<file path="src/rtl/jtframe_vidgen.sv">
`default_nettype none
// +--------------------------------------------------------------------------+
// | Module   : jtframe_vidgen                                                |
// | Purpose  : Raster video timing generator. Divides clk down to a pixel    |
// |            enable and produces pixel/line counters together with          |
// |            blanking, sync and frame-parity signals.                      |
// | Ports    : clk      in   system clock                                    |
// |            rst      in   synchronous active-high reset                   |
// |            pxl_cen  out  pixel clock enable, one clk wide                |
// |            H        out  [8:0] horizontal pixel count                    |
// |            V        out  [8:0] vertical line count                       |
// |            HB, VB   out  blanking, polarity set by BLKPOL                |
// |            HS, VS   out  sync, always active-high                        |
// |            frame    out  toggles once per frame                          |
// | Revision : 1.0  initial release                                          |
// +--------------------------------------------------------------------------+
module jtframe_vidgen #(
   parameter int CEN_DIV  = 4,
   parameter int HTOTAL   = 384,
   parameter int HB_START = 256,
   parameter int HB_END   = 0,
   parameter int HS_START = 304,
   parameter int HS_END   = 336,
   parameter int VTOTAL   = 264,
   parameter int VB_START = 224,
   parameter int VB_END   = 0,
   parameter int VS_START = 236,
   parameter int VS_END   = 240,
   parameter int BLKPOL   = 1
) (
   input  logic       clk,
   input  logic       rst,
   output logic       pxl_cen,
   output logic [8:0] H,
   output logic [8:0] V,
   output logic       HB,
   output logic       VB,
   output logic       HS,
   output logic       VS,
   output logic       frame
);

   localparam int              CNT_W    = (CEN_DIV > 1) ? $clog2(CEN_DIV) : 1;
   localparam logic [CNT_W-1:0] CNT_LAST = CNT_W'(CEN_DIV - 1);
   localparam logic [8:0]      H_LAST   = 9'(HTOTAL - 1);
   localparam logic [8:0]      V_LAST   = 9'(VTOTAL - 1);
   localparam logic [8:0]      HBS      = 9'(HB_START);
   localparam logic [8:0]      HBE      = 9'(HB_END);
   localparam logic [8:0]      HSS      = 9'(HS_START);
   localparam logic [8:0]      HSE      = 9'(HS_END);
   localparam logic [8:0]      VBS      = 9'(VB_START);
   localparam logic [8:0]      VBE      = 9'(VB_END);
   localparam logic [8:0]      VSS      = 9'(VS_START);
   localparam logic [8:0]      VSE      = 9'(VS_END);

   // Blank window wraps through zero: active from START to the end of the
   // count and again below END. END=0 leaves only the upper part.
   function automatic logic blank_dec(input logic [8:0] cnt,
                                      input logic [8:0] w_start,
                                      input logic [8:0] w_end);
      return (cnt >= w_start) || (cnt < w_end);
   endfunction

   // Sync window never wraps; END<=START yields an empty window.
   function automatic logic sync_dec(input logic [8:0] cnt,
                                     input logic [8:0] w_start,
                                     input logic [8:0] w_end);
      return (cnt >= w_start) && (cnt < w_end);
   endfunction

   function automatic logic blk_out(input logic act);
      return (BLKPOL != 0) ? act : ~act;
   endfunction

   logic [CNT_W-1:0] cnt_q,     cnt_d;
   logic             pxl_cen_q, pxl_cen_d;
   logic [8:0]       h_q,       h_d;
   logic [8:0]       v_q,       v_d;
   logic             hb_q,      hb_d;
   logic             vb_q,      vb_d;
   logic             hs_q,      hs_d;
   logic             vs_q,      vs_d;
   logic             frame_q,   frame_d;

   logic             tick;
   logic             h_wrap;
   logic             v_wrap;

   // The pixel enable and the counter advance are both taken from the
   // divider terminal count, so H/V and the decodes change on the very
   // edge where pxl_cen goes high.
   always_comb begin
      tick      = (cnt_q == CNT_LAST);
      h_wrap    = (h_q == H_LAST);
      v_wrap    = (v_q == V_LAST);

      cnt_d     = tick ? '0 : cnt_q + 1'b1;
      pxl_cen_d = tick;
      h_d       = h_q;
      v_d       = v_q;
      frame_d   = frame_q;

      if (tick) begin
         h_d = h_wrap ? 9'd0 : h_q + 9'd1;
         if (h_wrap) begin
            v_d = v_wrap ? 9'd0 : v_q + 9'd1;
            if (v_wrap) begin
               frame_d = ~frame_q;
            end
         end
      end

      // Decodes look at the next counter values so they carry no lag.
      hb_d = blk_out(blank_dec(h_d, HBS, HBE));
      vb_d = blk_out(blank_dec(v_d, VBS, VBE));
      hs_d = sync_dec(h_d, HSS, HSE);
      vs_d = sync_dec(v_d, VSS, VSE);
   end

   always_ff @(posedge clk) begin
      if (rst) begin
         cnt_q     <= '0;
         pxl_cen_q <= 1'b0;
         h_q       <= 9'd0;
         v_q       <= 9'd0;
         hb_q      <= blk_out(blank_dec(9'd0, HBS, HBE));
         vb_q      <= blk_out(blank_dec(9'd0, VBS, VBE));
         hs_q      <= 1'b0;
         vs_q      <= 1'b0;
         frame_q   <= 1'b0;
      end else begin
         cnt_q     <= cnt_d;
         pxl_cen_q <= pxl_cen_d;
         h_q       <= h_d;
         v_q       <= v_d;
         hb_q      <= hb_d;
         vb_q      <= vb_d;
         hs_q      <= hs_d;
         vs_q      <= vs_d;
         frame_q   <= frame_d;
      end
   end

   assign pxl_cen = pxl_cen_q;
   assign H       = h_q;
   assign V       = v_q;
   assign HB      = hb_q;
   assign VB      = vb_q;
   assign HS      = hs_q;
   assign VS      = vs_q;
   assign frame   = frame_q;

endmodule
`default_nettype wire

</file>
<file path="config.mk">
export PLATFORM = sky130hd
export DESIGN_NAME = jtframe_vidgen
export DESIGN_NICKNAME = d
export VERILOG_FILES = /design/src/rtl/jtframe_vidgen.sv
export SDC_FILE = /design/constraint.sdc
export NUM_CORES = 1
export LEC_CHECK = 0
export BUFFER_PORTS_ARGS = -buffer_cell sky130_fd_sc_hd__buf_2
export CAP_MARGIN = 20
export CORE_UTILIZATION = 30
export DETAILED_ROUTE_END_ITERATION = 6
export PLACE_DENSITY_LB_ADDON = 0.3
export SETUP_SLACK_MARGIN = 0.4
export SLEW_MARGIN = 20
export SYNTH_ARGS = -nofsm -noshare
export SYNTH_HDL_FRONTEND = slang
export SYNTH_SLANG_ARGS = --single-unit
</file>
<file path="constraint.sdc">
create_clock -name clk -period 5.35 [get_ports clk]
set_input_delay 0.2675 -clock clk [delete_from_list [all_inputs] [get_ports clk]]
set_output_delay 0.2675 -clock clk [all_outputs]
set_load 0.05 [all_outputs]
</file>
==> impl_metrics.tcl <==
set metrics [dict create \
    outcome "completed" \
    netlist_area_sq_um 1310 \
    cts_tree "done" \
    dp_hpwl_mm 1.92 \
    drc 0 \
    synthToLayoutAreaGrowth_pct 15.0 \
    grt.overflow.total 0 \
    tns_ps 0 \
    p_comb_share_pct 4.1 \
    arrival_ps 2570 \
    total_power_uw 336 \
    critPathTopFamily "simple AND/OR/NAND/NOR gates" \
    dieHeight_microns 68.0 \
    worstSetupEndpointType "flip-flop" \
    p_leak_nw 0.619 \
    nets 176 \
    grt_pass1_vias 928 \
    synth.avg_cell_area_sq_um 8.76 \
    num_io_pins 26 \
    synth_area_leaders "dfxtp_1 40%, xor2_1 5.4%, nor2_1 5.2%" \
    final_area_sq_um 1500 \
    cp_max_fo 10 \
    synth_top_area_share_pct 39.9 \
    core_area_sq_um 4090 \
    portBuffers 25 \
    grt_pass1_wl_mm 4.48 \
    whs_ps 431 \
    critPathBufInv 0 \
    path_cells "ha_1 -> nand4_4 -> nor4_4 -> nand2_2 -> mux2_4 -> or4_4 -> nor3_2" \
    place_ws_ps 3000 \
    p_sw_uw 69.5 \
    rsz0062_at_grt "no" \
    numCtsBuffers 3 \
    cts_root_buf "clkbuf_8" \
    vias 1097 \
    rows 23 \
    yosysWarningCount 0 \
    hp-class "in -> reg" \
    slew_violations 0 \
    cp.required_ps 5550 \
    synthFlopType "dfxtp_1" \
    fin_cells 220 \
    fin_ws_ps 2980 \
    power_frac_seq_pct 58.9 \
    irDropWorstVdd_mv 0.148 \
    die_width_microns 68.0 \
    drv_cap 0 \
    drive_gt1_share_pct 24.7 \
    slew-limit-headroom_pct 68.9 \
    skew_ps 2.77 \
    vias_per_cell 4.99 \
    final.period_utilization_pct 44.2 \
    post_drt_wl_per_cell_microns 12.2 \
    finalSetupViolCount 0 \
    numClockSinks 26 \
    period_minus_slack_ps 2370 \
    power.share.switching_pct 20.7 \
    cts_resized 0 \
    cts_max_level 1 \
    crit_path_start_kind "flip-flop" \
    dieArea_sq_um 4620 \
    internal-power_uw 266 \
    synth_nets 154 \
    dpl_cell_area_sq_um 1450 \
    grt_antenna_before_repair 0 \
    worstSetupPathType "reg -> reg" \
    drt_first_pass_iters 4 \
    holdBufCountCts 0 \
    utilization_pct 36.7 \
    synthCells 149 \
    clockPowerShare_pct 37.1 \
    synth_edf_count 0 \
    grt_max_degree 26 \
    diodes 0 \
    ys_seq_elements 26 \
    dr.first_iter.drc_count 92 \
    clkTransAtPathRegs_ps 90 \
    clock_latency_ps 260 \
    post-cts-setup-buffers 0 \
    seq_area_frac_synth_pct 39.9 \
    dp_cells 216 \
    cpPeakStageDelay_ps 430 \
    synthArstFlopShare_pct 0 \
    fmax_mhz 423 \
    hold_viol_final 0 \
    synth_top_area_cell "dfxtp_1" \
    powerDensity_nw_per_um2 224 \
    postRouteAntennaNets 0 \
    cts.path.max_buffers 2 \
    slowest_stage "nor4_4" \
    routed_wl_mm 2.68 \
    grtUsageTotal_pct 12.8 \
    tightest_slew_ps 467 \
    ys_types 44 \
    initial_core_util_pct 31.9 \
    place_congestion 0.784 \
]
==> power groups by stage <==
stage | combinational [mW] | sequential (mW) | clock, mW
after floorplan | 0.00923 | 0.205 | 0
after CTS | 0.0140 | 0.198 | 0.131
after global routing | 0.0150 | 0.198 | 0.142
after detailed placement | 0.0141 | 0.202 | 0
final | 0.0137 | 0.198 | 0.124
after global placement | 0.0139 | 0.202 | 0
==> placed cells by master (no fill, tap or decap), types with 2 or more instances in the layout <==
cell type / synthesis / final
clkbuf_8: 0 / 4
nand2b_1: 2 / 2
nand3_1: 10 / 10
and3_1: 2 / 2
xor2_1: 8 / 8
buf_2: 0 / 25
ha_1: 3 / 3
a21oi_1: 6 / 6
a22oi_1: 2 / 2
nand2_1: 14 / 14
dfxtp_1: 26 / 26
o21ai_0: 8 / 8
nor2_1: 18 / 18
nor3_1: 7 / 7
inv_1: 3 / 3
mux2i_1: 2 / 2
xnor2_1: 2 / 2
a41oi_1: 2 / 2
==> cells by family after synthesis <==
group,count (synthesis),synth area share [%]
compound gates,23,10.6
xor+xnor,10,6.71
fa+ha+maj,3,2.88
buf+inv,12,5.08
flops,26,39.9
mux,4,3.55
simple gates,71,31.3
==> worst reg2reg max path, stage by stage, from the launching register on <==
cell	delay [ps]
dfxtp_1	340
ha_1	390
nand4_4	200
nor4_4	430
nand2_2	130
mux2_4	310
or4_4	410
nor3_2	100
==> flip-flops by register name, indices dropped and copies added (netlist names) <==
register  flops
H             9
V             9
cnt_q         2
HB            1
HS            1
VB            1
VS            1
frame         1
pxl_cen       1
==> final timing paths <==
check,startpoint,endpoint,slack [ps],cells past startpoint
max,cnt_q[0],VS,2980,7
min,rst,H[6],430,2
max reg2reg,cnt_q[0],VS,2980,7
min reg2reg,cnt_q[0],cnt_q[0],440,1
==> synthesized netlist by cell type (all sizes together), types with 3 or more instances <==
library cell	n
nor3	8
nand3	11
dfxtp	26
o21ai	8
ha	3
nand2	15
nor2	18
inv	3
xor2	8
a21oi	6
clkbuf	6
==> metal layers <==
metal	global-route usage [%]	part of all wire, %	up-vias
met5	0	0	-
met4	1.56	0.30	0
met3	3.50	4.3	2
met2	18.9	43	23
met1	18.9	52	508
li1	-	-	564
==> final cells by class <==
class | instances | area (sq um)
Clock buffer | 4 | 55.1
Fill cell | 430 | 2590
Inverter | 3 | 11.3
Multi-Input combinational cell | 111 | 718
Sequential cell | 26 | 520
Tap cell | 50 | 62.6
Timing Repair Buffer | 26 | 133
Note: power is estimated with default switching activity, not from simulation.
